### src/rtl/anchor_frame_loader.sv
// anchor_frame_loader: gathers one 16-beat anchor frame (4 anchors x {x,y,z,r}, raw
// IEEE-754 double bits) from a valid/ready stream, commits it to parallel buses,
// then holds the solver enable until the solver's done flag rises.
// Optional feature: define FRAME_TIMEOUT_EN to abort stalled frames and hung solves
// after TIMEOUT_CYCLES cycles.
module anchor_frame_loader #(
    parameter int unsigned COUNT_W        = 8,
    parameter int unsigned TIMEOUT_CYCLES = 1024
) (
    input  logic               clk,
    input  logic               rst_n,
    input  logic               in_valid,
    output logic               in_ready,
    input  logic [63:0]        in_data,
    input  logic               in_last,
    output logic [63:0]        x1,
    output logic [63:0]        y1,
    output logic [63:0]        z1,
    output logic [63:0]        r1,
    output logic [63:0]        x2,
    output logic [63:0]        y2,
    output logic [63:0]        z2,
    output logic [63:0]        r2,
    output logic [63:0]        x3,
    output logic [63:0]        y3,
    output logic [63:0]        z3,
    output logic [63:0]        r3,
    output logic [63:0]        x4,
    output logic [63:0]        y4,
    output logic [63:0]        z4,
    output logic [63:0]        r4,
    output logic               solve_en,
    input  logic               solver_done,
    output logic               frame_err,
    output logic [COUNT_W-1:0] frames_done
);

    typedef enum logic [0:0] {StLoad, StSolve} state_e;

    state_e             state_q, state_d;
    logic [3:0]         beat_cnt_q, beat_cnt_d;
    logic [63:0]        shadow_q [15];
    logic [63:0]        bus_q [16];
    logic               solve_en_q, solve_en_d;
    logic               frame_err_q, frame_err_d;
    logic [COUNT_W-1:0] frames_done_q, frames_done_d;
    logic               done_q;
    logic               handshake, done_rise, commit, tmo_hit;

    assign in_ready  = (state_q == StLoad);
    assign handshake = in_valid && in_ready;
    // A level already high when SOLVE is entered leaves done_q high, so no rise is seen.
    assign done_rise = solver_done && !done_q;

`ifdef FRAME_TIMEOUT_EN
    localparam int unsigned TmoW = $clog2(TIMEOUT_CYCLES) + 1;

    logic [TmoW-1:0] tmo_cnt_q, tmo_cnt_d;

    // Stall counter: runs on an idle partial frame or an unanswered solve.
    always_comb begin
        tmo_cnt_d = '0;
        tmo_hit   = 1'b0;
        if ((state_q == StLoad && !handshake && beat_cnt_q != 4'd0) ||
            (state_q == StSolve && !done_rise)) begin
            if (tmo_cnt_q == TmoW'(TIMEOUT_CYCLES - 1)) begin
                tmo_hit = 1'b1;
            end else begin
                tmo_cnt_d = tmo_cnt_q + 1'b1;
            end
        end
    end

    // Stall counter register.
    always_ff @(posedge clk or negedge rst_n) begin
        if (!rst_n) begin
            tmo_cnt_q <= '0;
        end else begin
            tmo_cnt_q <= tmo_cnt_d;
        end
    end
`else
    logic unused_timeout;
    assign tmo_hit        = 1'b0;
    assign unused_timeout = ^TIMEOUT_CYCLES;
`endif

    // Next-state logic for the LOAD/SOLVE sequencer and its registered outputs.
    always_comb begin
        state_d       = state_q;
        beat_cnt_d    = beat_cnt_q;
        solve_en_d    = solve_en_q;
        frame_err_d   = 1'b0;
        frames_done_d = frames_done_q;
        commit        = 1'b0;
        unique case (state_q)
            StLoad: begin
                if (handshake) begin
                    if (beat_cnt_q == 4'd15) begin
                        beat_cnt_d = 4'd0;
                        if (in_last) begin
                            commit     = 1'b1;
                            state_d    = StSolve;
                            solve_en_d = 1'b1;
                        end else begin
                            frame_err_d = 1'b1;
                        end
                    end else if (in_last) begin
                        frame_err_d = 1'b1;
                        beat_cnt_d  = 4'd0;
                    end else begin
                        beat_cnt_d = beat_cnt_q + 4'd1;
                    end
                end else if (tmo_hit) begin
                    frame_err_d = 1'b1;
                    beat_cnt_d  = 4'd0;
                end
            end
            StSolve: begin
                if (done_rise) begin
                    solve_en_d    = 1'b0;
                    frames_done_d = frames_done_q + COUNT_W'(1);
                    state_d       = StLoad;
                end else if (tmo_hit) begin
                    solve_en_d  = 1'b0;
                    frame_err_d = 1'b1;
                    state_d     = StLoad;
                end
            end
            default: state_d = StLoad;
        endcase
    end

    // Control state registers.
    always_ff @(posedge clk or negedge rst_n) begin
        if (!rst_n) begin
            state_q       <= StLoad;
            beat_cnt_q    <= 4'd0;
            solve_en_q    <= 1'b0;
            frame_err_q   <= 1'b0;
            frames_done_q <= '0;
            done_q        <= 1'b0;
        end else begin
            state_q       <= state_d;
            beat_cnt_q    <= beat_cnt_d;
            solve_en_q    <= solve_en_d;
            frame_err_q   <= frame_err_d;
            frames_done_q <= frames_done_d;
            done_q        <= solver_done;
        end
    end

    // Shadow store for beats 0..14; beat 15 goes straight to the bus on commit.
    always_ff @(posedge clk) begin
        if (handshake && beat_cnt_q != 4'd15) begin
            shadow_q[beat_cnt_q] <= in_data;
        end
    end

    // Committed output buses: change only on commit or reset.
    always_ff @(posedge clk or negedge rst_n) begin
        if (!rst_n) begin
            for (int i = 0; i < 16; i++) bus_q[i] <= 64'd0;
        end else if (commit) begin
            for (int i = 0; i < 15; i++) bus_q[i] <= shadow_q[i];
            bus_q[15] <= in_data;
        end
    end

    assign x1 = bus_q[0];
    assign y1 = bus_q[1];
    assign z1 = bus_q[2];
    assign r1 = bus_q[3];
    assign x2 = bus_q[4];
    assign y2 = bus_q[5];
    assign z2 = bus_q[6];
    assign r2 = bus_q[7];
    assign x3 = bus_q[8];
    assign y3 = bus_q[9];
    assign z3 = bus_q[10];
    assign r3 = bus_q[11];
    assign x4 = bus_q[12];
    assign y4 = bus_q[13];
    assign z4 = bus_q[14];
    assign r4 = bus_q[15];

    assign solve_en    = solve_en_q;
    assign frame_err   = frame_err_q;
    assign frames_done = frames_done_q;

endmodule

### config.mk
export PLATFORM = sky130hd
export DESIGN_NAME = anchor_frame_loader
export DESIGN_NICKNAME = d
export VERILOG_FILES = /design/src/rtl/anchor_frame_loader.sv
export SDC_FILE = /design/constraint.sdc
export NUM_CORES = 2
export LEC_CHECK = 0
export ABC_AREA = 1
export CORE_AREA = 2 2 428 430
export DETAILED_ROUTE_END_ITERATION = 7
export DIE_AREA = 0 0 430 432
export GPL_TIMING_DRIVEN = 0
export PLACE_DENSITY = 0.67
export SLEW_MARGIN = 0
export SYNTH_ARGS = -nofsm -noshare
export SYNTH_HDL_FRONTEND = slang
export SYNTH_SLANG_ARGS = --single-unit
export TNS_END_PERCENT = 100
### constraint.sdc
create_clock -name clk -period 4.2 [get_ports clk]
set_clock_uncertainty 0.2 [all_clocks]
set_input_delay 0.84 -clock clk [delete_from_list [all_inputs] [get_ports clk]]
set_output_delay 0.84 -clock clk [all_outputs]
set_load 0.01 [all_outputs]
# Word level (Yosys, flattened, before mapping)

Memory sizes are Yosys's and may differ from the RTL's. A register that Yosys moved wholly into a read port is not among the register bits.
Cells that the tools add are included.

Flip-flop bits (word level): 80
Memory bits (writable): 960
Logic and storage cells: 58
Memories kept: 1

Memory list:

| memory   | words | bits a word | read ports | clocked after Yosys merged registers in | wr ports | line | RTL |
|---|---|---|---|---|---|---|---|
| shadow_q | 15    | 64          | 15         | 15                                      | 1        | 42   | `logic [63:0] shadow_q [15];` |

Add/subtract/negate cells: 2
Eq/ne operators: 6
Mux-type cells: 19
Bitwise operators: 1
Reductions and logical operators: 22

Operators by type and width:

| cell                                                  | number |
|---|---|
| zero test 1 bit                                       | 16 |
| two-way mux 1 bit                                     | 14 |
| adder 8 x 1 -> 8 bit, second input constant           | 1 |
| two-way mux 4 bit                                     | 2 |
| inequality test 2 x 1 -> 1 bit, second input constant | 4 |
| case mux 1 bit (2 select lines)                       | 3 |
| adder 4 x 1 -> 4 bit, second input constant           | 1 |
| equality test 4 bit, second input constant            | 1 |
| inequality test 4 bit, second input constant          | 1 |
| AND reduction 2 bit                                   | 2 |
| AND reduction 4 bit                                   | 1 |
| logical AND 1 bit                                     | 3 |
| NOT 1 bit                                             | 1 |

# Longest topological paths before layout

Word-level depth: 5
Mapped depth: 9

# Worst setup path before layout

OpenSTA, ideal clock, no wires.

Path kind: input-to-reg
From: input in_valid
To: memory shadow_q[0][0], enable pin
Data arrival time: 3999 ps
Data required time: 3514 ps
Slack: -486 ps
Cell stages on the path: 6
Buffers on the path: 0
Cell sequence: inv_1 nor2_4 nand2_1 inv_1 nand2_1 nor2_1

Longest elaborated chain between the ends: 4

Ends and longest elaborated chain:

| item                                    | line | RTL |
|---|---|---|
| start, declared                         | 12   | `input logic in_valid,` |
| logical AND 1 bit                       | 51   | `assign handshake = in_valid && in_ready;` |
| logical AND 1 bit                       | 155  | `if (handshake && beat_cnt_q != 4'd15) begin` |
| two-way mux 1 bit                       | 155  |  |
| two-way mux 1 bit (not written as such) | 156  | `shadow_q[beat_cnt_q] <= in_data;` |
| end, declared                           | 42   |  |

No other way between the ends.

==> results.ini <==
[worst_setup_path]
reg2reg_from=beat_cnt_q[0]
critPathKind=input pin to async pin
slowest_delay_ps=610
crit_buf_inv=6
cp-end-kind=async pin
cp_slowest_cell=dlygate4sd3_1
cp.required_ps=4850
rrSetupSlack_ps=1370
cp-start-kind=input pin
worstPathCellList=dlygate4sd3_1, buf_16, buf_16, buf_16, buf_16, buf_16
cp_top_family=buffers and inverters
cp_max_fo=148
cpMostUsedCell=buf_16
worstPathArrival_ps=4230
rr_worst_depth=8
startpoint=rst_n
crit-reg2reg-capture=shadow_q[12][50]

[clock_network]
numCtsBuffers=203
insertion_delay_ps=850
htreeDepth=4
clk_root_buffer_cell=clkbuf_16
cts_tree=built
cts_resized=0
path_clk_slew_ps=60
cts.sinks=2000
cts_max_path_buffers=3

[synthesis]
synthSimpleGateAreaFrac_pct=9.554
seq_area_frac_synth_pct=71.25
syn_inst=5398
synth.avg_cell_area_um2=14.26
synth-compound-area-share_pct=11.07
ys_types=28
synth_area_um2=76980
ys_warn_count=0
ys_seq_elements=2000
synth_xor_area_share_pct=0.04551
syn_nets=5472
synth_fa_ha_area_share_pct=0.08127
muxShareOfSynthArea_pct=0
synth_top_family_by_area=compound AO/OA/AOI/OAI gates

[placed_design]
place_congestion=0.8518
io_buffers=1103
place_area_um2=92280
hpwl_mm=179.5
dp_cells=8938

[layout]
fillers=14890
largest_register_ffs=960
postLayoutCellArea_um2=99020
layout.nets=6834
layout-drive-gt1-share_pct=28.51
area_growth_pct=28.63
fin_cells=9331
largest-register=shadow_q

[grt]
grt_first_pass_wirelength_mm=350.9
antenna_found_initial=13
grt_overflow=0
track_usage_pct=27.16
first_global_vias=45600
grt_max_degree=167

[pwr]
pwr_density_cell_nw_per_um2=404.3
power_frac_seq_pct=52.2
pwr-share-clk_pct=45.0
ir_worst_vdd_mv=0.3927
power.switching_w=0.008750
pwr-share-comb_pct=2.7
cellLeakagePower_nw=42.19
swShare_pct=21.86
internal_power_w=0.03128

[timing]
relSlewSlack_pct=5.821
setup_viol=0
min_period_ps=3578
hold_viol_final=0
fin_crit_sh_pct=85.19
tns_ps=0
rsz0062_at_grt=false
holdWs_ps=279.0
max_freq_mhz=279.5
worst_slew_pin_slew_ps=1408
drv_slew=0

[worst_hold_path]
hold-path-endpoint=y3[46]
hp-start=y3[46]
hold_class=flop to flop
holdPathStages=2

[floorplan]
die_x_um=430
coreArea_um2=181700
num_rows=157
ios=1104
die_y_um=432
die_area_um2=185800
start_util_pct=42.37

[job]
cap_viol_max_count=0

[routing]
viasPerCell=4.934
drc_errors=0
wl_mm=253.9
firstDrtPassIters=8
drt-initial-drc-count=3653
drt-wirelength-per-cell_um=27.21
drtAntennaViolNets=0
vias=46040

[run_status]
status=finished, final reports clean

[power groups by stage]
stage	Clock [W]	Combinational, W	Sequential, W
detailed placement	0	0.00112	0.0213
CTS	0.0183	0.00112	0.0209
global placement	0	0.000976	0.0214
floorplan	0	0.000225	0.0213
finish	0.0180	0.00110	0.0209
global route	0.0191	0.00118	0.0209
[layout by cell type (no fill, tap or decap), types with 6 or more instances in the layout]
cell type,Yosys,layout
clkbuf_8,0,41
clkdlybuf4s50_1,0,1096
o21ai_2,900,900
buf_6,73,73
nand3_1,8,8
nand2_4,400,400
nor2_4,1,16
buf_2,84,90
inv_1,1039,1039
clkbuf_1,8,72
buf_1,10,10
bufinv_16,0,6
o21ai_1,124,124
clkinv_1,0,12
clkinv_2,0,35
buf_16,0,16
buf_12,44,81
edfxtp_1,960,960
buf_4,8,8
nand2_2,80,80
dfrtp_1,1040,1040
nand2_1,580,580
clkbuf_16,0,207
[timing repair]
action	4_1_cts	5_1_grt
endpoints found under the hold margin	66	0
buffers inserted	0	0
setup endpoints to repair	0	33
hold buffers	1	0
[worst max-delay path by stage]
| stage | end | slack, ps | cells past startpoint |
|---|---|---|---|
| floorplan | shadow_q[0][0] | -490 | 6 |
| global placement | r1[20] | -48150 | 1 |
| detailed placement | r1[21] | 50 | 5 |
| CTS | x4[18] | 330 | 6 |
| global route | x2[17] | 300 | 6 |
| finish | r1[24] | 620 | 6 |
[layout make-up]
class / count / area [um2] / share of cell area (%)
sequential: 2000 / 54850 / 55.40
multi-input combinational: 2131 / 16090 / 16.25
timing repair buffer: 1157 / 12220 / 12.34
clock buffer: 315 / 5974 / 6.034
inverter: 1040 / 3904 / 3.942
tap: 2385 / 2984 / 3.014
buffer: 227 / 2256 / 2.278
clock inverter: 72 / 734.5 / 0.7417
antenna: 4 / 10.01 / 0.01011
[cell usage after synthesis]
cell / n / share of area, %
nand4_1: 1 / 0.0081
nor2_4: 1 / 0.015
buf_12: 44 / 1.1
nand2_2: 80 / 0.65
buf_6: 73 / 1.1
nor3_1: 1 / 0.0065
o21ai_1: 124 / 0.81
buf_1: 10 / 0.049
o21ai_0: 2 / 0.013
buf_2: 84 / 0.55
dfrtp_1: 1040 / 34
nor2_1: 20 / 0.098
clkbuf_1: 8 / 0.039
edfxtp_1: 960 / 37
nand3_4: 1 / 0.023
xnor2_1: 2 / 0.023
nand3_2: 1 / 0.013
nand3b_1: 1 / 0.0098
xor2_1: 2 / 0.023
inv_1: 1039 / 5.1
buf_4: 8 / 0.078
a21oi_1: 2 / 0.013
ha_1: 5 / 0.081
nand3_1: 8 / 0.052
nand2_4: 400 / 5.9
inv_2: 1 / 0.0049
nand2_1: 580 / 2.8
o21ai_2: 900 / 10
[worst min-delay path: cells and delay by family, from the launching register on]
family           cells  cell delay [ps]
flip-flops           1              340
AND/OR/NAND/NOR      1               60
AO/OA/AOI/OAI        1               50
[through the flow]
step	setup slack [ps]	power [W]	utilization [%]
after floorplan	-485.6	0.02153	-
after global placement	-48150	0.02236	50.09
after detailed placement	47.17	0.02240	50.79
after CTS	330.1	0.04031	54.48
after global routing	299.0	0.04118	54.49
final	622.1	0.04003	54.49
[metal layers]
| layer | up-vias | global-route usage (%) | share of wire [%] |
|---|---|---|---|
| met1 | 23640 | 33.63 | 39 |
| met3 | 531 | 6.171 | 6.7 |
| met5 | - | 0 | 0 |
| li1 | 20080 | - | - |
| met2 | 1793 | 44.28 | 48 |
| met4 | 0 | 14.85 | 6.4 |
[cells by family after synthesis]
family | Yosys count
adder cells (fa/ha/maj) | 5
buffers and inverters | 1267
AO/OA/AOI/OAI | 1028
XOR/XNOR | 4
flip-flops | 2000
AND/OR/NAND/NOR | 1094
(Power assumes the default switching activity.)
